File: src/rtl/riscv_defines.sv
// Shared types and constants for the core's execution sequencing.
package riscv_defines;

    localparam int RISCV_WORD_WIDTH = 32;

    typedef enum logic [1:0] {
        FETCH_WAIT,
        EXEC0,
        EXEC1,
        MEM_WAIT
    } ctrl_state_t;

    typedef enum logic [1:0] {
        PC_SEL_INC,
        PC_SEL_ALU,
        PC_SEL_TRAP,
        PC_SEL_MEPC
    } pc_sel_t;

    localparam logic [RISCV_WORD_WIDTH-1:0] MCAUSE_ILLEGAL     = 32'd2;
    localparam logic [RISCV_WORD_WIDTH-1:0] MCAUSE_BREAKPOINT  = 32'd3;
    localparam logic [RISCV_WORD_WIDTH-1:0] MCAUSE_LOAD_FAULT  = 32'd5;
    localparam logic [RISCV_WORD_WIDTH-1:0] MCAUSE_STORE_FAULT = 32'd7;
    localparam logic [RISCV_WORD_WIDTH-1:0] MCAUSE_ECALL_M     = 32'd11;
    localparam logic [RISCV_WORD_WIDTH-1:0] MCAUSE_EXT_IRQ     = 32'h8000000B;

endpackage

File: src/rtl/exec_trap_cause.sv
// Priority encoder for trap sources: interrupt, illegal, ECALL, EBREAK,
// then LSU timeout. Callers gate each source with the state it belongs to.
module exec_trap_cause
    import riscv_defines::*;
(
    input  logic                        irq_i,
    input  logic                        illegal_i,
    input  logic                        ecall_i,
    input  logic                        ebreak_i,
    input  logic                        lsu_timeout_i,
    input  logic                        lsu_store_i,
    output logic                        trap_o,
    output logic [RISCV_WORD_WIDTH-1:0] mcause_o
);

    // Highest-priority active source picks the cause.
    always_comb begin
        trap_o   = 1'b1;
        mcause_o = '0;
        if (irq_i)               mcause_o = MCAUSE_EXT_IRQ;
        else if (illegal_i)      mcause_o = MCAUSE_ILLEGAL;
        else if (ecall_i)        mcause_o = MCAUSE_ECALL_M;
        else if (ebreak_i)       mcause_o = MCAUSE_BREAKPOINT;
        else if (lsu_timeout_i)  mcause_o = lsu_store_i ? MCAUSE_STORE_FAULT
                                                        : MCAUSE_LOAD_FAULT;
        else                     trap_o   = 1'b0;
    end

endmodule

File: src/rtl/exec_controller.sv
// Execution sequencing FSM: steps multi-cycle instructions, holds on LSU
// accesses, gates RF/PC writes and raises machine-mode traps.
// Optional interrupt path enabled by defining EXEC_IRQ_EN.
module exec_controller
    import riscv_defines::*;
#(
    parameter int unsigned LSU_TIMEOUT_CYCLES = 0
) (
    input  logic                        clk,
    input  logic                        rst_n,
    input  logic                        instr_valid_i,
    output logic                        instr_ready_o,
    output logic                        cycle_counter_o,
    input  logic                        jump_inst_i,
    input  logic                        branch_inst_i,
    input  logic                        ecall_inst_i,
    input  logic                        ebreak_inst_i,
    input  logic                        mret_inst_i,
    input  logic                        illegal_inst_i,
    input  logic                        rf_we_i,
    input  logic                        lsu_r_en_i,
    input  logic                        lsu_w_en_i,
    input  logic                        branch_taken_i,
`ifdef EXEC_IRQ_EN
    input  logic                        irq_i,
    input  logic                        mie_i,
`endif
    output logic                        rf_we_o,
    output logic                        lsu_req_o,
    input  logic                        lsu_done_i,
    output logic                        pc_we_o,
    output pc_sel_t                     pc_sel_o,
    output logic                        mepc_we_o,
    output logic                        mcause_we_o,
    output logic [RISCV_WORD_WIDTH-1:0] mcause_o
);

    // Counter is wide enough that it never wraps before reaching the limit.
    localparam int TO_W = (LSU_TIMEOUT_CYCLES < 4) ? 2 : $clog2(LSU_TIMEOUT_CYCLES + 1);
    localparam logic [TO_W-1:0] TO_LAST =
        (LSU_TIMEOUT_CYCLES == 0) ? '0 : TO_W'(LSU_TIMEOUT_CYCLES - 1);

    ctrl_state_t     state_q, state_d;
    logic [TO_W-1:0] to_cnt_q, to_cnt_d;

    logic                        irq_take;
    logic                        lsu_timeout;
    logic                        lsu_op;
    logic                        in_exec0;
    logic                        trap;
    logic [RISCV_WORD_WIDTH-1:0] trap_cause;

`ifdef EXEC_IRQ_EN
    assign irq_take = in_exec0 & irq_i & mie_i;
`else
    assign irq_take = 1'b0;
`endif

    assign in_exec0    = (state_q == EXEC0);
    assign lsu_op      = lsu_r_en_i | lsu_w_en_i;
    // Fires in the N-th MEM_WAIT cycle; a done in that cycle takes precedence.
    assign lsu_timeout = (LSU_TIMEOUT_CYCLES != 0) && (state_q == MEM_WAIT) &&
                         (to_cnt_q == TO_LAST) && !lsu_done_i;

    exec_trap_cause u_trap_cause (
        .irq_i         (irq_take),
        .illegal_i     (in_exec0 & illegal_inst_i),
        .ecall_i       (in_exec0 & ecall_inst_i),
        .ebreak_i      (in_exec0 & ebreak_inst_i),
        .lsu_timeout_i (lsu_timeout),
        .lsu_store_i   (lsu_w_en_i),
        .trap_o        (trap),
        .mcause_o      (trap_cause)
    );

    // State and timeout counter registers.
    always_ff @(posedge clk or negedge rst_n) begin
        if (!rst_n) begin
            state_q  <= FETCH_WAIT;
            to_cnt_q <= '0;
        end else begin
            state_q  <= state_d;
            to_cnt_q <= to_cnt_d;
        end
    end

    // Next-state and output decode; every enable defaults low.
    always_comb begin
        state_d         = state_q;
        to_cnt_d        = '0;
        instr_ready_o   = 1'b0;
        cycle_counter_o = 1'b0;
        rf_we_o         = 1'b0;
        lsu_req_o       = 1'b0;
        pc_we_o         = 1'b0;
        pc_sel_o        = PC_SEL_INC;
        mepc_we_o       = 1'b0;
        mcause_we_o     = 1'b0;
        mcause_o        = '0;

        unique case (state_q)
            FETCH_WAIT: begin
                if (instr_valid_i) state_d = EXEC0;
            end

            EXEC0: begin
                if (trap) begin
                    // Interrupts leave the instruction unretired so it reruns after MRET.
                    mepc_we_o     = 1'b1;
                    mcause_we_o   = 1'b1;
                    pc_we_o       = 1'b1;
                    pc_sel_o      = PC_SEL_TRAP;
                    mcause_o      = trap_cause;
                    instr_ready_o = !irq_take;
                    state_d       = FETCH_WAIT;
                end else if (mret_inst_i) begin
                    pc_we_o       = 1'b1;
                    pc_sel_o      = PC_SEL_MEPC;
                    instr_ready_o = 1'b1;
                    state_d       = FETCH_WAIT;
                end else if (jump_inst_i) begin
                    rf_we_o = 1'b1;
                    state_d = EXEC1;
                end else if (branch_inst_i) begin
                    if (branch_taken_i) begin
                        state_d = EXEC1;
                    end else begin
                        pc_we_o       = 1'b1;
                        instr_ready_o = 1'b1;
                        state_d       = FETCH_WAIT;
                    end
                end else if (lsu_op) begin
                    lsu_req_o = 1'b1;
                    if (lsu_done_i) begin
                        rf_we_o       = lsu_r_en_i;
                        pc_we_o       = 1'b1;
                        instr_ready_o = 1'b1;
                        state_d       = FETCH_WAIT;
                    end else begin
                        state_d = MEM_WAIT;
                    end
                end else begin
                    rf_we_o       = rf_we_i;
                    pc_we_o       = 1'b1;
                    instr_ready_o = 1'b1;
                    state_d       = FETCH_WAIT;
                end
            end

            EXEC1: begin
                cycle_counter_o = 1'b1;
                pc_we_o         = 1'b1;
                pc_sel_o        = PC_SEL_ALU;
                instr_ready_o   = 1'b1;
                state_d         = FETCH_WAIT;
            end

            MEM_WAIT: begin
                if (lsu_done_i) begin
                    lsu_req_o     = 1'b1;
                    rf_we_o       = lsu_r_en_i;
                    pc_we_o       = 1'b1;
                    instr_ready_o = 1'b1;
                    state_d       = FETCH_WAIT;
                end else if (trap) begin
                    mepc_we_o     = 1'b1;
                    mcause_we_o   = 1'b1;
                    pc_we_o       = 1'b1;
                    pc_sel_o      = PC_SEL_TRAP;
                    mcause_o      = trap_cause;
                    instr_ready_o = 1'b1;
                    state_d       = FETCH_WAIT;
                end else begin
                    lsu_req_o = 1'b1;
                    to_cnt_d  = to_cnt_q + 1'b1;
                end
            end

            default: state_d = FETCH_WAIT;
        endcase
    end

endmodule

File: config.mk
export PLATFORM = sky130hd
export DESIGN_NAME = exec_controller
export DESIGN_NICKNAME = d
export VERILOG_FILES = /design/src/rtl/riscv_defines.sv /design/src/rtl/exec_trap_cause.sv /design/src/rtl/exec_controller.sv
export SDC_FILE = /design/constraint.sdc
export NUM_CORES = 1
export LEC_CHECK = 0
export BUFFER_PORTS_ARGS = -buffer_cell sky130_fd_sc_hd__clkbuf_2
export CORE_AREA = 2 2 41 43
export DETAILED_ROUTE_END_ITERATION = 10
export DIE_AREA = 0 0 43 45
export HOLD_SLACK_MARGIN = 0.08
export PLACE_DENSITY_LB_ADDON = 0.08
export SLEW_MARGIN = 20
export SYNTH_ARGS = -nofsm -noshare
export SYNTH_HDL_FRONTEND = slang
export SYNTH_SLANG_ARGS = --single-unit
File: constraint.sdc
create_clock -name clk -period 2.7 [get_ports clk]
set_input_delay 0.54 -clock clk [delete_from_list [all_inputs] [get_ports clk]]
set_output_delay 0.54 -clock clk [all_outputs]
set_load 0.05 [all_outputs]
==> flow_summary.json <==
{
  "dp.cells": 105,
  "synth_seq_cells": 2,
  "dr_wl_met3_um": 147,
  "worst-path-max-fanout": 2,
  "num_rows": 14,
  "grt_pass1_wl_mm": 1.46,
  "power.density_nw_per_um2": 498,
  "drt_first_pass_iters": 4,
  "nNetsFinal": 108,
  "core_um2": 1470,
  "drt-met1-wl_um": 321,
  "ys_types": 22,
  "total_power_mw": 0.270,
  "critPathMostFrequentCell": "clkbuf_2",
  "hold_class": "in2async",
  "drt_iter0_drc": 6,
  "crit_required_ns": 2.16,
  "viasPerCell": 3.92,
  "cp-start-kind": "primary input",
  "dieArea_um2": 1940,
  "initial_core_util": 0.336,
  "rr_worst_depth": 2,
  "fin_hold_ws_ns": 0.0968,
  "wl_um": 897,
  "reg.largest.list": "state_q x2",
  "die_width_um": 43,
  "port_buffers": 25,
  "clock_power_share": 0.239,
  "io_pins": 55,
  "fin_area_um2": 542,
  "seq_area_frac_synth": 0.101,
  "grt_overflow_total": 0,
  "cts_tree": "done",
  "syn_to_final_growth_pct": 9.62,
  "highest_layer": "met3",
  "r2r_slack_ns": 1.71,
  "synthCells": 66,
  "max_cap_violations": 0,
  "drtAntennaViolNets": 0,
  "postSynthAreaPerCell_um2": 7.49,
  "htree_levels": 1,
  "globalRouteTotalUtil": 0.103,
  "status": "completed",
  "syn_area_um2": 494,
  "power_frac_comb": 0.637,
  "largest_reg_flops": 2,
  "crit_path_end_kind": "output pin",
  "grt_pass1_vias": 360,
  "drc": 0,
  "cp_data_arrival_time_ns": 1.72,
  "gp_congestion": 0.717,
  "fmax_mhz": 443,
  "critPathKind": "in2out",
  "vdd_drop_max_mv": 0.184,
  "p_sw_frac": 0.617,
  "cts.clk_slew.worst_paths_ns": 0.03,
  "worst-path-buf-inv": 2,
  "die_h_um": 45,
  "wl_met2_um": 428,
  "antenna_found_initial": 0,
  "cts_buffer_depth": 2,
  "num_vias": 423,
  "rsz0062_at_grt": "false",
  "diodes": 0,
  "cts_hold_buf": 0,
  "top_register": "state_q",
  "slowest_delay_ns": 0.34,
  "p_seq_frac": 0.124,
  "min_period_ns": 2.26,
  "critical-path-top-delay-family": "buffers and inverters",
  "yosysWarnings": 0,
  "crit_slowest_cell": "clkbuf_2",
  "crit_chain": "clkbuf_2, nor4_4, a21oi_2, a2111oi_2, clkbuf_2",
  "cts_inserted_buffers": 3,
  "finalSetupTns_ns": 0,
  "min_period_over_period": 0.837,
  "clock-root-buffer": "clkbuf_4",
  "wl_per_cell_um": 8.31,
  "r2r-end": "state_q[1]$_DFFE_PN0P_",
  "dp_hpwl_um": 815,
  "hold_viol": 0,
  "setup_viol": 0,
  "drive_above_1_share": 0.380,
  "grt_start_max_net_pins": 7,
  "timing.rr.start": "state_q[1]$_DFFE_PN0P_",
  "clock_skew_ns": 0.00373,
  "finalMaxSlewViolations": 0,
  "placed_area_um2": 519,
  "leakagePower_nw": 0.327,
  "cts_sinks": 2,
  "clk-insertion-delay-late_ns": 0.22,
  "cts_resized": 0,
  "power_switching_mw": 0.166,
  "final_cells": 108,
  "p_int_mw": 0.103,
  "cts_setup_buffers": 0
}
## worst reg2reg max path, cell delays in order (launching register included)
cell	delay, ns
dfrtp_1	0.43
and3b_1	0.21
a41o_2	0.24
## layer usage
layer  global-route usage  up-vias
met4               0.0727        0
li1                     -      218
met5                    0        -
met2                0.167       37
met1                0.117      168
met3               0.0320        0
## power by group through the flow
stage	clock network, mW	logic (mW)	registers [mW]
after floorplan	0	0.181	0.0333
after global placement	0	0.171	0.0339
after detailed placement	0	0.171	0.0339
after CTS	0.0669	0.172	0.0335
after global routing	0.0707	0.181	0.0340
final	0.0645	0.172	0.0335
## area by class of cell
class                           instances  area (um^2)
Multi-Input combinational cell         59          309
Timing Repair Buffer                   26          133
Inverter                                2         7.51
Clock buffer                            3         22.5
Fill cell                             176          930
Sequential cell                         2         50.0
Tap cell                               16         20.0
## synthesized netlist by cell type, drive strengths merged
library cell	instances	area share
o31ai	2	0.030
inv	2	0.015
conb	1	0.0076
a21o	1	0.015
or2	1	0.013
nor3	2	0.020
nor4	1	0.043
a2111oi	1	0.030
dfrtp	2	0.10
nand3	1	0.010
a31o	1	0.018
and2	1	0.013
a31oi	2	0.025
nand2	1	0.0076
nand2b	2	0.025
nor2	9	0.068
a221oi	1	0.018
a21oi	2	0.028
a41o	1	0.023
buf	31	0.47
and3b	1	0.018
## stage by stage
step,worst slack [ns],util
global route,0.354,0.368
CTS,0.412,0.368
floorplan,0.0581,-
detailed placement,0.422,0.353
global placement,0.423,0.353
finish,0.440,0.368
## cell families after synthesis
logic type / count (synthesis) / share of synthesized area
compound gates: 11 / 0.187
buf+inv: 33 / 0.486
flops: 2 / 0.101
other cells: 1 / 0.00759
simple gates: 19 / 0.218
## worst max path at each step
| stage | start | to | slack (ns) | depth (start not counted) |
|---|---|---|---|---|
| 4_1_cts | mret_inst_i | rf_we_o | 0.41 | 5 |
| 3_3_place_gp | mret_inst_i | rf_we_o | 0.42 | 5 |
| 3_5_place_dp | illegal_inst_i | rf_we_o | 0.42 | 5 |
| 2_1_floorplan | mret_inst_i | rf_we_o | 0.06 | 3 |
| 6_report | mret_inst_i | rf_we_o | 0.44 | 5 |
| 5_1_grt | mret_inst_i | rf_we_o | 0.35 | 5 |
## placed cells by master (no fill, tap or decap), drive strengths merged, types with 2 or more instances in the layout
cell type  synthesis  routed
a21oi              2       2
a31oi              2       2
clkbuf             0      28
conb               1      29
dfrtp              2       2
inv                2       2
nand2b             2       2
nor2               9       9
nor3               2       2
o31ai              2       2
No activity file was read; power rests on OpenSTA's default activity.
